===== src/rtl/stage_b.sv =====
// stage_b: elastic handshake stage. Captures words from an upstream
// DIR/ack_prev handshake into a small FIFO, then presents each word plus
// STEP on a DOR/ack_from_next handshake to the downstream stage.
//
// Ports
//   clk            only clock, rising edge
//   reset          synchronous, active high
//   DIR            upstream data-in-ready (held until ack_prev seen)
//   data_in        upstream word, valid while DIR=1
//   ack_prev       one-cycle registered acknowledge to upstream
//   DOR            registered data-out-ready to downstream
//   data_out       registered output word (head + STEP, mod 256)
//   ack_from_next  downstream acknowledge
//   level          FIFO occupancy, 0..DEPTH
module stage_b #(
  parameter int         DEPTH   = 4,
  parameter logic [7:0] STEP    = 8'd2,
  parameter logic [1:0] IDLE    = 2'd0,
  parameter logic [1:0] PRESENT = 2'd1,
  parameter logic [1:0] RELEASE = 2'd2
) (
  input  logic                     clk,
  input  logic                     reset,
  input  logic                     DIR,
  input  logic [7:0]               data_in,
  output logic                     ack_prev,
  output logic                     DOR,
  output logic [7:0]               data_out,
  input  logic                     ack_from_next,
  output logic [$clog2(DEPTH):0]   level
);

  localparam int AW = $clog2(DEPTH);
  localparam int LW = AW + 1;
  localparam logic [LW-1:0] FULL = LW'(DEPTH);

  typedef enum logic [1:0] {
    ST_IDLE    = IDLE,
    ST_PRESENT = PRESENT,
    ST_RELEASE = RELEASE
  } state_e;

  // Control state starts at its reset values so power-up matches reset.
  state_e        state_q  = ST_IDLE;
  logic          ack_q    = 1'b0;
  logic          dor_q    = 1'b0;
  logic [7:0]    dout_q   = 8'd0;
  logic [LW-1:0] level_q  = '0;
  logic [AW-1:0] wr_ptr_q = '0;
  logic [AW-1:0] rd_ptr_q = '0;
  logic [LW-1:0] level_d;
  logic [7:0]    mem_q [DEPTH];

  logic push, pop;

  // Cooldown: while ack_prev is high, upstream may still be holding DIR for
  // the word just taken, so DIR is ignored. Full is judged on the registered
  // level only; a same-cycle pop does not open a slot.
  assign push = DIR && !ack_q && (level_q < FULL);
  assign pop  = (state_q == ST_IDLE) && (level_q != '0);

  always_comb begin
    level_d = level_q;
    case ({push, pop})
      2'b10:   level_d = level_q + LW'(1);
      2'b01:   level_d = level_q - LW'(1);
      default: level_d = level_q;
    endcase
  end

  // Storage carries no reset; contents are meaningless until written.
  // Pointers wrap naturally since DEPTH is a power of two.
  always_ff @(posedge clk) begin
    if (push) mem_q[wr_ptr_q] <= data_in;
  end

  always_ff @(posedge clk) begin
    if (reset) begin
      state_q  <= ST_IDLE;
      ack_q    <= 1'b0;
      dor_q    <= 1'b0;
      dout_q   <= 8'd0;
      level_q  <= '0;
      wr_ptr_q <= '0;
      rd_ptr_q <= '0;
    end else begin
      level_q <= level_d;
      ack_q   <= push;
      if (push) wr_ptr_q <= wr_ptr_q + AW'(1);
      case (state_q)
        ST_IDLE: begin
          if (pop) begin
            dout_q   <= mem_q[rd_ptr_q] + STEP;  // 8-bit, carry dropped
            dor_q    <= 1'b1;
            rd_ptr_q <= rd_ptr_q + AW'(1);
            state_q  <= ST_PRESENT;
          end
        end
        ST_PRESENT: begin
          if (ack_from_next) begin
            dor_q   <= 1'b0;
            state_q <= ST_RELEASE;
          end
        end
        // One dead cycle so a lingering ack is not taken for the next word.
        ST_RELEASE: state_q <= ST_IDLE;
        default: begin
          dor_q   <= 1'b0;
          state_q <= ST_IDLE;
        end
      endcase
    end
  end

  assign ack_prev = ack_q;
  assign DOR      = dor_q;
  assign data_out = dout_q;
  assign level    = level_q;

endmodule

===== config.mk =====
export PLATFORM = sky130hd
export DESIGN_NAME = stage_b
export DESIGN_NICKNAME = d
export VERILOG_FILES = /design/src/rtl/stage_b.sv
export SDC_FILE = /design/constraint.sdc
export NUM_CORES = 1
export LEC_CHECK = 0
export ABC_AREA = 1
export BUFFER_PORTS_ARGS = -buffer_cell sky130_fd_sc_hd__buf_2
export CAP_MARGIN = 40
export CORE_ASPECT_RATIO = 0.6
export CORE_MARGIN = 2
export CORE_UTILIZATION = 60
export CTS_CLUSTER_SIZE = 12
export DETAILED_ROUTE_END_ITERATION = 10
export GPL_ROUTABILITY_DRIVEN = 0
export PLACE_DENSITY = 0.81
export SKIP_LAST_GASP = 1
export SYNTH_ARGS = -nofsm -noshare
export SYNTH_HDL_FRONTEND = slang
export SYNTH_SLANG_ARGS = --single-unit

===== constraint.sdc =====
create_clock -name clk -period 4.8 [get_ports clk]
set_input_delay 0.72 -clock clk [delete_from_list [all_inputs] [get_ports clk]]
set_output_delay 0.72 -clock clk [all_outputs]
set_load 0.005 [all_outputs]

==> flow_summary.json <==
{
  "cts_buffers": 5,
  "dpl.cell_count": 302,
  "preCtsSetupSlack_ps": 2550,
  "synth_compound_area_share_pct": 8.11,
  "crit_required_ps": 5000,
  "cts.clk_slew.worst_paths_ps": 90,
  "p_switching_mw": 0.551,
  "cts.htree.levels": 2,
  "wl_met1_um": 1990,
  "ios": 25,
  "cpMostUsedCell": "inv_1",
  "setup_ws_ps": 2520,
  "fmax_mhz": 438,
  "wl_met2_um": 1650,
  "fin_crit_sh_pct": 47.6,
  "n_antenna_cell": 0,
  "overflow": 0,
  "synthSimpleGateAreaFrac_pct": 20.7,
  "antenna_found_initial": 0,
  "finalNonFillerCells": 310,
  "intPower_mw": 0.865,
  "finalSetupViolCount": 0,
  "via_per_inst": 5.06,
  "max_stage_delay_ps": 420,
  "rsz0062_at_grt": "false",
  "yosys_most_used_dff": "edfxtp_1",
  "synthXorXnorAreaFrac_pct": 0,
  "drc_errors": 0,
  "power_density_nw_per_um2": 552,
  "place_area_um2": 2480,
  "place_hpwl_um": 2810,
  "clk_latency_ps": 310,
  "hold_path_class": "flip-flop to flip-flop",
  "worstPathMaxFanout": 21,
  "syn_inst": 239,
  "syn_to_final_growth_pct": 8.06,
  "status": "finished clean",
  "rows": 17,
  "post_cts_resized": 0,
  "syn-num-nets": 258,
  "async_flop_share_pct": 0,
  "setup_tns_ps": 0,
  "synth_top_area_share_pct": 40.5,
  "grt_usage_pct": 19.8,
  "top_layer": "met4",
  "fillerInstances": 302,
  "cts_tree": "built",
  "grt_max_degree": 22,
  "clkSinkCount": 53,
  "die_height_um": 52.7,
  "die_area_um2": 4490,
  "ys_seq_elements": 53,
  "path_cells": "inv_1 > nand3_1 > nand2_1 > inv_1 > ha_1 > inv_1 > fa_1 > a21oi_1 > o21ai_0 > o21ai_0 > a21oi_1",
  "grt_pass1_wl_um": 6590,
  "start_util_pct": 63.8,
  "fin_crit_ps": 2280,
  "synth_edf_count": 32,
  "yosysTopAreaCell": "edfxtp_1",
  "p_leak_nw": 1.11,
  "final_area_um2": 2570,
  "critPathCaptureType": "flip-flop",
  "ys_types": 31,
  "slowest_stage": "inv_1",
  "synth_top_family_by_area": "simple AND/OR/NAND/NOR gates",
  "core_um2": 3720,
  "tightest_slew_ps": 831,
  "yosys_warnings": 0,
  "synth.area.mux_share_pct": 0,
  "synthAdderAreaFrac_pct": 4.00,
  "pwr-share-clk_pct": 17.4,
  "nNetsFinal": 281,
  "first_pass_iters": 4,
  "first_iter_violations": 95,
  "grt_pass1_vias": 1431,
  "slew_violations": 0,
  "syn_area_um2": 2370,
  "power_frac_comb_pct": 37.8,
  "sequentialPowerShare_pct": 44.7,
  "post_cts_buffers": 0,
  "final_cell_mix": "nand2_1 (44), edfxtp_1 (32), inv_1 (28)",
  "relSlewSlack_pct": 44.5,
  "ant_nets": 0,
  "io_buffers": 24,
  "postCtsHoldBufs": 0,
  "wire_per_inst_um": 12.4,
  "start_kind": "flip-flop",
  "drv_cap": 0,
  "power.share.switching_pct": 38.9,
  "met3_length_um": 174,
  "netlist_top_cells_area": "edfxtp_1 (40%), dfxtp_1 (18%), nand2_1 (7.0%)",
  "die_x_um": 85.2,
  "worst_clock_skew_ps": 6.25,
  "drive_gt1_share_pct": 20.5,
  "ir_drop_mv": 0.299,
  "arrival_ps": 2490,
  "clockRootBuffer": "clkbuf_8",
  "cts_buffer_depth": 2,
  "routed_wl_um": 3850,
  "avgSynthCellArea_um2": 9.94,
  "mostFrequentLayoutCell": "nand2_1",
  "hold_viol": 0,
  "worstSetupPathType": "flip-flop to flip-flop",
  "vias": 1570,
  "synth_seq_area_share_pct": 58.2
}
[synthesized netlist by cell type (2+ instances only)]
library cell	number
buf_6	2
inv_1	28
nor2_1	26
o21ai_0	15
a21oi_1	11
nand3_1	19
clkbuf_1	2
nand2_4	3
ha_1	6
edfxtp_1	32
nand2_2	9
nor2_2	3
nand2_1	44
dfxtp_1	21
o211ai_2	2
[power by group through the flow]
stage | combinational [mW] | sequential (mW) | clock [mW]
after floorplan | 0.464 | 0.616 | 0
after global placement | 0.520 | 0.643 | 0
after detailed placement | 0.534 | 0.644 | 0
after CTS | 0.537 | 0.634 | 0.251
after global routing | 0.624 | 0.646 | 0.270
final | 0.536 | 0.634 | 0.247
[path summary, 6_finish.rpt]
path,endpoint,startpoint,slack (ps),cells past startpoint
worst min register to register,rd_ptr_q[1],rd_ptr_q[1],470,2
worst min-delay path,rd_ptr_q[1],rd_ptr_q[1],470,2
worst max register to register,level[2],level[0],2520,11
worst max-delay path,level[2],level[0],2520,11
[per-layer routing]
layer  vias up  GRT usage (%)
met5         -              0
met4         0           6.35
met3         5           5.20
met2        35           29.7
met1       704           28.2
li1        826              -
[cell type report]
cell class,count,area [um2],share of cell area (%)
Inverter,31,138,5.36
Timing Repair Buffer,24,120,4.68
Clock inverter,3,21.3,0.829
Sequential cell,53,1380,53.8
Clock buffer,5,68.8,2.68
Tap cell,47,58.8,2.29
Multi-Input combinational cell,147,778,30.3
[registers in the layout (all words and copies together) (netlist names), named ones only]
signal    cells
ack_prev      1
mem_q        32
level         3
data_out      8
wr_ptr_q      2
state_q       2
rd_ptr_q      2
DOR           1
[critical path: cells and delay by family, from the launching register on]
family,cells,cell delay (ps)
buffers and inverters,3,570
flip-flops,1,330
AND/OR/NAND/NOR,2,190
adder cells (fa/ha/maj),2,610
AO/OA/AOI/OAI,4,480
[cells by family (layout without fill, tap and decap cells)]
logic type / count (synthesis) / after routing
buffers and inverters: 39 / 63
AOI/OAI and AO/OA: 33 / 33
and+or+nand+nor: 107 / 107
adders and majority gates: 7 / 7
DFF: 53 / 53
[stage by stage]
step | util (%) | total power [mW] | hold slack (ps)
after floorplan | - | 1.08 | 436
after global placement | 66.5 | 1.16 | 451
after detailed placement | 66.5 | 1.18 | 463
after CTS | 68.9 | 1.42 | 476
after global routing | 68.9 | 1.54 | 510
final | 68.9 | 1.42 | 473
No activity file was read; power rests on OpenSTA's default activity.
